[config.mk]
export PLATFORM = sky130hd
export DESIGN_NAME = matmul_tile_sched_flat
export DESIGN_NICKNAME = d
export VERILOG_FILES = /design/src/rtl/systolic_array_pkg.sv /design/src/rtl/matmul_tile_sched_if.sv /design/src/rtl/tsched_wdog.sv /design/src/rtl/matmul_tile_sched.sv /design/src/flat_wrapper.sv
export SDC_FILE = /design/constraint.sdc
export NUM_CORES = 1
export LEC_CHECK = 0
export BUFFER_PORTS_ARGS = -buffer_cell sky130_fd_sc_hd__buf_2
export CORE_MARGIN = 2
export CORE_UTILIZATION = 30
export DETAILED_ROUTE_END_ITERATION = 6
export PLACE_DENSITY_LB_ADDON = 0.25
export SLEW_MARGIN = 25
export SYNTH_ARGS = -nofsm -noshare
export SYNTH_HDL_FRONTEND = slang
export SYNTH_HIERARCHICAL = 1
export SYNTH_SLANG_ARGS = --single-unit
[constraint.sdc]
create_clock -name clk -period 3.23 [get_ports clk]
set_clock_uncertainty 0.1 [all_clocks]
set_input_delay 0.1615 -clock clk [delete_from_list [all_inputs] [get_ports clk]]
set_output_delay 0.1615 -clock clk [all_outputs]
set_load 0.01 [all_outputs]
[src/rtl/systolic_array_pkg.sv]
// Shared types and constants for the systolic-array tile scheduler.
package systolic_array_pkg;

  // Default watchdog limit (cycles in any single wait state) and its counter width.
  localparam int TSCHED_TMO   = 255;
  localparam int TSCHED_TMO_W = $clog2(TSCHED_TMO + 1);

  typedef enum logic [3:0] {
    TS_IDLE,
    TS_ISSUE,
    TS_WAIT_LD_HI,
    TS_WAIT_LD_LO,
    TS_WAIT_SA_HI,
    TS_WAIT_SA_LO,
    TS_DRAIN,
    TS_NEXT,
    TS_DONE
  } tsched_state_t;

  // True for the four states in which the watchdog runs.
  function automatic logic tsched_is_wait(tsched_state_t s);
    return (s == TS_WAIT_LD_HI) || (s == TS_WAIT_LD_LO) ||
           (s == TS_WAIT_SA_HI) || (s == TS_WAIT_SA_LO);
  endfunction

endpackage

[src/rtl/matmul_tile_sched_if.sv]
// Host command channel of the tile scheduler.
//
// Handshake: a command transfers on a rising clock edge where cmd_valid_i and
// cmd_ready_o are both high. The host holds every cmd_* field stable while
// cmd_valid_i is high; the scheduler never stalls a transfer once ready is up,
// and while ready is low valid is ignored (no queueing).
interface matmul_tile_sched_if #(
  parameter int N  = 4,
  parameter int AW = 6
);
  localparam int CW = $clog2(N + 1);

  logic          cmd_valid_i;
  logic          cmd_ready_o;
  logic [AW-1:0] cmd_x_base_i;
  logic [AW-1:0] cmd_w_base_i;
  logic [AW-1:0] cmd_y_base_i;
  logic [CW-1:0] cmd_rows_i;
  logic [CW-1:0] cmd_cols_i;

  modport master (
    output cmd_valid_i, cmd_x_base_i, cmd_w_base_i, cmd_y_base_i,
           cmd_rows_i, cmd_cols_i,
    input  cmd_ready_o
  );

  modport slave (
    input  cmd_valid_i, cmd_x_base_i, cmd_w_base_i, cmd_y_base_i,
           cmd_rows_i, cmd_cols_i,
    output cmd_ready_o
  );
endinterface

[src/rtl/tsched_wdog.sv]
// Watchdog for the scheduler wait states: a down-counter reloaded on clear and
// decremented while enabled. expired is high in the TMO-th enabled cycle
// after a clear.
module tsched_wdog
  import systolic_array_pkg::*;
#(
  parameter int TMO = TSCHED_TMO,
  parameter int TW  = TSCHED_TMO_W
) (
  input  logic clk,
  input  logic n_rst,
  input  logic clear,
  input  logic enable,
  output logic expired
);

  localparam logic [TW-1:0] LOAD = TW'(TMO - 1);

  logic [TW-1:0] cnt_q;

  // Reload on clear, count down while enabled, saturate at zero.
  always_ff @(posedge clk or negedge n_rst) begin
    if (!n_rst) begin
      cnt_q <= LOAD;
    end else if (clear) begin
      cnt_q <= LOAD;
    end else if (enable && (cnt_q != '0)) begin
      cnt_q <= cnt_q - TW'(1);
    end
  end

  // Does not look at clear, so the FSM can feed clear from its next state.
  assign expired = enable && (cnt_q == '0);

endmodule

[src/rtl/matmul_tile_sched.sv]
// Tile scheduler: walks a rows x cols tile grid, starting the loader for each
// tile, waiting for load and compute, then draining the N result lanes into
// the Y scratchpad.
module matmul_tile_sched
  import systolic_array_pkg::*;
#(
  parameter int N   = 4,
  parameter int AW  = 6,
  parameter int DW  = 32,
  parameter int TMO = TSCHED_TMO
) (
  input  logic                   clk,
  input  logic                   n_rst,
  matmul_tile_sched_if.slave     cmd,
  output logic                   busy_o,
  output logic                   done_o,
  output logic                   err_o,
  output logic                   ld_start_o,
  output logic [AW-1:0]          ld_base_x_o,
  output logic [AW-1:0]          ld_base_w_o,
  input  logic                   ld_busy_i,
  input  logic                   sa_stall_i,
  output logic [$clog2(N)-1:0]   y_index_o,
  input  logic [DW-1:0]          y_data_i,
  output logic                   y_csb0_o,
  output logic [AW-1:0]          y_addr0_o,
  output logic [DW-1:0]          y_din0_o,
  output tsched_state_t          dbg_state_o
);

  localparam int CW = $clog2(N + 1);
  localparam int IW = $clog2(N);
  localparam int TW = $clog2(TMO + 1);
  localparam logic [IW-1:0] K_LAST = IW'(N - 1);
  localparam logic [CW:0]   C_ONE  = (CW+1)'(1);

  tsched_state_t state_q, state_d;
  logic [AW-1:0] x_base_q, x_base_d, w_base_q, w_base_d, y_base_q, y_base_d;
  logic [CW-1:0] rows_q, rows_d, cols_q, cols_d, r_q, r_d, c_q, c_d;
  logic [IW-1:0] k_q, k_d;
  logic          err_q, err_d;
  logic          wd_expired;
  logic [AW-1:0] ld_x_nxt, ld_w_nxt, y_wr_addr;

  // Loader bases for the tile about to be issued; Y address for the lane being drained.
  assign ld_x_nxt  = x_base_d + AW'(32'(r_d) * N);
  assign ld_w_nxt  = w_base_d + AW'(c_d);
  assign y_wr_addr = y_base_q
                   + AW'((32'(r_q) * 32'(cols_q) + 32'(c_q)) * N + 32'(k_q));

  tsched_wdog #(.TMO(TMO), .TW(TW)) u_wdog (
    .clk     (clk),
    .n_rst   (n_rst),
    .clear   (state_d != state_q),
    .enable  (tsched_is_wait(state_q)),
    .expired (wd_expired)
  );

  // Next-state, tile-position and error logic.
  always_comb begin
    state_d  = state_q;
    x_base_d = x_base_q;
    w_base_d = w_base_q;
    y_base_d = y_base_q;
    rows_d   = rows_q;
    cols_d   = cols_q;
    r_d      = r_q;
    c_d      = c_q;
    k_d      = '0;
    err_d    = err_q;
    case (state_q)
      TS_IDLE: begin
        // cmd_ready_o is high exactly while in IDLE.
        if (cmd.cmd_valid_i) begin
          x_base_d = cmd.cmd_x_base_i;
          w_base_d = cmd.cmd_w_base_i;
          y_base_d = cmd.cmd_y_base_i;
          rows_d   = cmd.cmd_rows_i;
          cols_d   = cmd.cmd_cols_i;
          r_d      = '0;
          c_d      = '0;
          err_d    = 1'b0;
          state_d  = ((cmd.cmd_rows_i == '0) || (cmd.cmd_cols_i == '0)) ? TS_DONE : TS_ISSUE;
        end
      end
      TS_ISSUE: state_d = TS_WAIT_LD_HI;
      TS_WAIT_LD_HI, TS_WAIT_LD_LO, TS_WAIT_SA_HI, TS_WAIT_SA_LO: begin
        // A stuck handshake abandons the remaining tiles.
        if (wd_expired) begin
          err_d   = 1'b1;
          state_d = TS_DONE;
        end else if ((state_q == TS_WAIT_LD_HI) && ld_busy_i) begin
          state_d = TS_WAIT_LD_LO;
        end else if ((state_q == TS_WAIT_LD_LO) && !ld_busy_i) begin
          state_d = TS_WAIT_SA_HI;
        end else if ((state_q == TS_WAIT_SA_HI) && sa_stall_i) begin
          state_d = TS_WAIT_SA_LO;
        end else if ((state_q == TS_WAIT_SA_LO) && !sa_stall_i) begin
          state_d = TS_DRAIN;
        end
      end
      TS_DRAIN: begin
        if (k_q == K_LAST) state_d = TS_NEXT;
        else               k_d     = k_q + IW'(1);
      end
      TS_NEXT: begin
        if (({1'b0, c_q} + C_ONE) < {1'b0, cols_q}) begin
          c_d     = c_q + CW'(1);
          state_d = TS_ISSUE;
        end else if (({1'b0, r_q} + C_ONE) < {1'b0, rows_q}) begin
          r_d     = r_q + CW'(1);
          c_d     = '0;
          state_d = TS_ISSUE;
        end else begin
          state_d = TS_DONE;
        end
      end
      TS_DONE: state_d = TS_IDLE;
      default: state_d = TS_IDLE;
    endcase
  end

  // Command, position and FSM state registers.
  always_ff @(posedge clk or negedge n_rst) begin
    if (!n_rst) begin
      state_q  <= TS_IDLE;
      x_base_q <= '0;
      w_base_q <= '0;
      y_base_q <= '0;
      rows_q   <= '0;
      cols_q   <= '0;
      r_q      <= '0;
      c_q      <= '0;
      k_q      <= '0;
      err_q    <= 1'b0;
    end else begin
      state_q  <= state_d;
      x_base_q <= x_base_d;
      w_base_q <= w_base_d;
      y_base_q <= y_base_d;
      rows_q   <= rows_d;
      cols_q   <= cols_d;
      r_q      <= r_d;
      c_q      <= c_d;
      k_q      <= k_d;
      err_q    <= err_d;
    end
  end

  // Registered outputs: status and loader controls track the next state,
  // the Y write lands one cycle after its DRAIN lane was selected.
  always_ff @(posedge clk or negedge n_rst) begin
    if (!n_rst) begin
      cmd.cmd_ready_o <= 1'b1;
      busy_o          <= 1'b0;
      done_o          <= 1'b0;
      ld_start_o      <= 1'b0;
      ld_base_x_o     <= '0;
      ld_base_w_o     <= '0;
      y_csb0_o        <= 1'b1;
      y_addr0_o       <= '0;
      y_din0_o        <= '0;
    end else begin
      cmd.cmd_ready_o <= (state_d == TS_IDLE);
      busy_o          <= (state_d != TS_IDLE) && (state_d != TS_DONE);
      done_o          <= (state_d == TS_DONE);
      ld_start_o      <= (state_d == TS_ISSUE);
      if (state_d == TS_ISSUE) begin
        ld_base_x_o <= ld_x_nxt;
        ld_base_w_o <= ld_w_nxt;
      end
      y_csb0_o <= (state_q != TS_DRAIN);
      if (state_q == TS_DRAIN) begin
        y_addr0_o <= y_wr_addr;
        y_din0_o  <= y_data_i;
      end
    end
  end

  assign err_o       = err_q;
  assign y_index_o   = k_q;
  assign dbg_state_o = state_q;

endmodule

[src/flat_wrapper.sv]
// flat-port wrapper written by rule: the top's interface ports become plain ports
module matmul_tile_sched_flat import systolic_array_pkg::*;
#(
  parameter int N   = 4,
  parameter int AW  = 6,
  parameter int DW  = 32,
  parameter int TMO = TSCHED_TMO
)
  (clk, n_rst, busy_o, done_o, err_o, ld_start_o, ld_base_x_o, ld_base_w_o, ld_busy_i, sa_stall_i, y_index_o, y_data_i, y_csb0_o, y_addr0_o, y_din0_o, dbg_state_o, cmd_cmd_valid_i, cmd_cmd_x_base_i, cmd_cmd_w_base_i, cmd_cmd_y_base_i, cmd_cmd_rows_i, cmd_cmd_cols_i, cmd_cmd_ready_o);
  matmul_tile_sched_if #(.N(N), .AW(AW)) cmd_i ();
  input  logic clk;
  input  logic n_rst;
  output logic busy_o;
  output logic done_o;
  output logic err_o;
  output logic ld_start_o;
  output logic [AW-1:0] ld_base_x_o;
  output logic [AW-1:0] ld_base_w_o;
  input  logic ld_busy_i;
  input  logic sa_stall_i;
  output logic [$clog2(N)-1:0] y_index_o;
  input  logic [DW-1:0] y_data_i;
  output logic y_csb0_o;
  output logic [AW-1:0] y_addr0_o;
  output logic [DW-1:0] y_din0_o;
  output tsched_state_t dbg_state_o;
  input wire logic [$bits(cmd_i.cmd_valid_i)-1:0] cmd_cmd_valid_i;
  input wire logic [$bits(cmd_i.cmd_x_base_i)-1:0] cmd_cmd_x_base_i;
  input wire logic [$bits(cmd_i.cmd_w_base_i)-1:0] cmd_cmd_w_base_i;
  input wire logic [$bits(cmd_i.cmd_y_base_i)-1:0] cmd_cmd_y_base_i;
  input wire logic [$bits(cmd_i.cmd_rows_i)-1:0] cmd_cmd_rows_i;
  input wire logic [$bits(cmd_i.cmd_cols_i)-1:0] cmd_cmd_cols_i;
  output wire logic [$bits(cmd_i.cmd_ready_o)-1:0] cmd_cmd_ready_o;
  assign cmd_i.cmd_valid_i = cmd_cmd_valid_i;
  assign cmd_i.cmd_x_base_i = cmd_cmd_x_base_i;
  assign cmd_i.cmd_w_base_i = cmd_cmd_w_base_i;
  assign cmd_i.cmd_y_base_i = cmd_cmd_y_base_i;
  assign cmd_i.cmd_rows_i = cmd_cmd_rows_i;
  assign cmd_i.cmd_cols_i = cmd_cmd_cols_i;
  assign cmd_cmd_ready_o = cmd_i.cmd_ready_o;
  matmul_tile_sched #(.N(N), .AW(AW), .DW(DW), .TMO(TMO)) u_core (.clk(clk), .n_rst(n_rst), .cmd(cmd_i), .busy_o(busy_o), .done_o(done_o), .err_o(err_o), .ld_start_o(ld_start_o), .ld_base_x_o(ld_base_x_o), .ld_base_w_o(ld_base_w_o), .ld_busy_i(ld_busy_i), .sa_stall_i(sa_stall_i), .y_index_o(y_index_o), .y_data_i(y_data_i), .y_csb0_o(y_csb0_o), .y_addr0_o(y_addr0_o), .y_din0_o(y_din0_o), .dbg_state_o(dbg_state_o));
endmodule
==> results by group <==
Yosys
  – Syn Area/Cell: 10.6 um2
  – Synth top area share: 45.6%
  – Fraction of registers with async set/reset: 100%
  – Seq/Total Area, Yosys: 50.3%
  – Ys flop type: dfrtp_1
  – Mux contribution to synthesized area: 9.39%
  – Post-synth EDFFs: 0
  – Simple-gate share of the synthesized area: 17.0%
  – Largest area contributor in the netlist: dfrtp_1
  – Post-synth cell types: 61
  – Compound-Gate Fraction of Synth Area: 8.79%
  – Net count after synthesis: between 500 and 600
  – Mapped Cells: 473
  – #FFs+latches synth: 100
  – Combinational family with the most area after synthesis: simple AND/OR/NAND/NOR gates
  – Area share of fa/ha/maj cells after synthesis: under 10%
  – Synthesized cell area: between 4000 and 5000 um2
  – Synthesis Warnings: 6
  – Synth Area in XOR/XNOR: 2.81%
  – Top post-synthesis cells by area: dfrtp_1, nand2_1, mux2_2

Cells and area
  – Register area: between 2000 and 3000 um2
  – Nets: between 700 and 800
  – Share of layout cells above drive strength 1: 36.2%
  – Fin area: 7040 um2
  – Antenna Cells: 0
  – Combined area of the multi-input logic cells: 2420 um2
  – Syn-to-layout area delta: 40.9%
  – Filler cells: 1,571

STA
  – RSZ-0062 raised after global routing: true
  – Final-report hold violation count: 0
  – Tcrit/Tclk final: a little over nine tenths
  – Fmax: approximately 310 MHz
  – Tmin final: 3.18 ns
  – Final setup TNS: 0 ns
  – Worst slew pin tran: 0.772 ns
  – Max-slew violations: 0
  – Final setup margin: 0.0503 ns
  – Final setup vio count: 0
  – Max_slew headroom: 48.5%

Clock network
  – Clock sink total: 100
  – Num CTS Buffers: 9
  – Reg clk slew, reported paths: about 0.070 ns
  – Deepest clock path buffer count: 2
  – Clock Tree Root: clkbuf_16
  – Clock latency reported for the late side of the worst-skew pair: around 0.35 ns
  – CTS H-Tree Depth: 3
  – CTS tree: done

Setup path
  – CP max-delay cell: dfrtp_1
  – CP Cell Sequence: ha_2 > xor2_1 > ha_1 > a21o_1 > a211o_1 > nand3b_1 > nand2_2 > a22o_1 > ha_1 > a21o_1 > a21oi_4 > xnor2_1 > mux2_4
  – Cells on worst reg2reg path: 13
  – FF-to-FF Start: u_core/c_q[1]
  – Critical Path Fanout Max: 3
  – Setup CP Type: reg2reg
  – Crit. Startpoint: u_core/c_q[1]
  – Top delay family on crit path: compound AO/OA/AOI/OAI gates
  – WP depth: 13
  – Worst path max stage delay: 0.38 ns
  – R2R Setup Slk: 0.05 ns
  – Crit path required time: between 3 and 4 ns
  – Worst Path Arrival: 3.32 ns
  – R2R Path End: u_core/ld_base_w_o[3]
  – CP startpoint kind: register
  – CP Capture Type: register
  – Crit path buf inv count: 0
  – Worst setup path end: u_core/ld_base_w_o[3]

Drt
  – Routed vias/inst: 4.51
  – Post-Route WL: 12,300 um
  – Final ANT Viol Nets: 0
  – DR WL/cell: roughly 14 um
  – DR iter-0 viols: 133
  – DR vias: 4,078
  – Residual DRC count: 0
  – First-pass DRT Iterations: 4

Power and ir drop
  – Static leakage: 3.47 nW
  – Psw: about 0.0022 W
  – Comb pwr share: 47.7%
  – Int Pwr: 0.00371 W
  – Sequential power share: 35.3%
  – Clock share of power: between 15 and 20%
  – Final Total Pwr: 0.00590 W
  – Switching share of power: 37.2%
  – PwrDens: 839 nW/um2
  – Max IR drop VDD: 429 uV

GRT
  – Vias in the first global route: 4,133
  – Total overflow reported by the global router: 0
  – GRT Total Usage: between 10 and 15%
  – First-pass GRT wire length: 20,100 um
  – Pin count of the biggest net entering global routing: 84
  – Initial antenna violation count: 0

Place
  – Pre-CTS WS: -0.116 ns
  – RePlAce Congestion: approximately 0.80
  – Placed cell areas: ~6000 um2
  – I/O Buffers: roughly 120
  – Hpwl dp: 8510 um

Floorplan
  – I/O Pins: 123
  – Die H: 133 um
  – Starting Density: 30.4%
  – Die area: 17,700 um2
  – # rows: 47
  – Die width: between 100 and 150 um
  – CORE AREA: 16,400 um2

Worst hold path
  – Worst min-delay path class: in2reg
  – Min-delay src: ld_busy_i

Flow run
  – Max-cap violation count: 0

Run status
  – Outcome: completed
==> cells in the final DEF (no fill, tap or decap), drive strengths merged, types with 8 or more instances in the layout <==
cell	Yosys	routed
a21oi	9	9
buf	9	157
clkbuf	7	11
dfrtp	91	91
dfstp	9	9
dlygate4sd3	0	55
ha	23	23
inv	25	25
mux2	34	34
nand2	123	123
nor2	8	8
o21ai	21	21
xnor2	10	10
==> per-layer routing <==
layer | track usage [%] | vias to the layer above | share of wire (%)
li1 | - | 2012 | -
met1 | 18.0 | 1939 | 46
met2 | 23.6 | 114 | 48
met5 | 0 | - | 0
met4 | 4.96 | 0 | 1.3
met3 | 3.49 | 13 | 4.6
==> cell type report <==
cell class                      instances  share of cell area, %
Timing Repair Buffer                  212                   20.7
Sequential cell                       100                   35.7
Multi-Input combinational cell        331                   34.5
Clock buffer                           11                   3.45
Clock inverter                          5                  0.391
Inverter                               26                   1.39
Tap cell                              220                   3.91
==> synth_stat cells, types with 8 or more instances <==
cell and instances:
nand2_1 123, dfrtp_1 91, mux2_2 27, inv_1 25, ha_1 23, o21ai_0 20
xnor2_1 10, a21oi_1 9, dfstp_2 9, nor2_1 8
==> tightest hold or removal path, cell delays in order <==
cell	delay (ns)
buf_2	0.10
nor2_1	0.05
nand2_1	0.05
a31oi_1	0.08
==> sequential cells by signal, summed over array words and instances (netlist names), 4 cells and up <==
register	cells
u_core/y_base_q	6
u_core/ld_base_w_o	6
u_core/ld_base_x_o	6
u_core/w_base_q	6
u_core/y_addr0_o	6
u_core/dbg_state_o	4
u_core/x_base_q	6
u_core/u_wdog/cnt_q	8
u_core/y_din0_o	32
==> power by group through the flow <==
| stage | Clock [W] | Combinational, W | Sequential (W) |
|---|---|---|---|
| after floorplan | 0 | 0.00152 | 0.00225 |
| after global placement | 0 | 0.00254 | 0.00209 |
| after detailed placement | 0 | 0.00259 | 0.00211 |
| after CTS | 0.00105 | 0.00266 | 0.00209 |
| after global routing | 0.00109 | 0.00313 | 0.00216 |
| final | 0.00100 | 0.00282 | 0.00209 |
==> cells by family (layout without fill, tap and decap cells) <==
logic type	after synthesis	count (layout)
AOI/OAI and AO/OA	65	65
muxes	40	40
DFF	100	100
and+or+nand+nor	181	181
adders and majority gates	29	29
xor gates and xnor gates	16	16
buffers and inverters	42	254
==> stage by stage <==
stage          hold slack [ns]  utilization, %  std cells
6_report                0.0261            42.9        905
3_3_place_gp             0.254            36.7        824
2_1_floorplan           -0.234               -        473
3_5_place_dp             0.256            36.7        824
4_1_cts                0.00332            41.8        897
5_1_grt                 0.0396            42.9        905
==> worst min-delay path by stage <==
stage | slack (ns) | depth (start not counted) | end
after detailed placement | 0.26 | 3 | u_core/y_din0_o[25]
after global routing | 0.04 | 4 | u_core/dbg_state_o[2]
after floorplan | -0.23 | 0 | u_core/busy_o
after CTS | 0.003 | 4 | u_core/dbg_state_o[2]
after global placement | 0.25 | 3 | u_core/y_din0_o[30]
final | 0.03 | 4 | u_core/dbg_state_o[2]
==> what timing repair did <==
action                                  in CTS  in global routing
hold endpoints to repair                   127                  0
buffers inserted                             2                  8
hold buffers                                55                  0
endpoints found under the setup margin       4                 21
pin swaps                                    3                 19
resized for setup                            7                 25
Power figures use the tool's default switching activity.
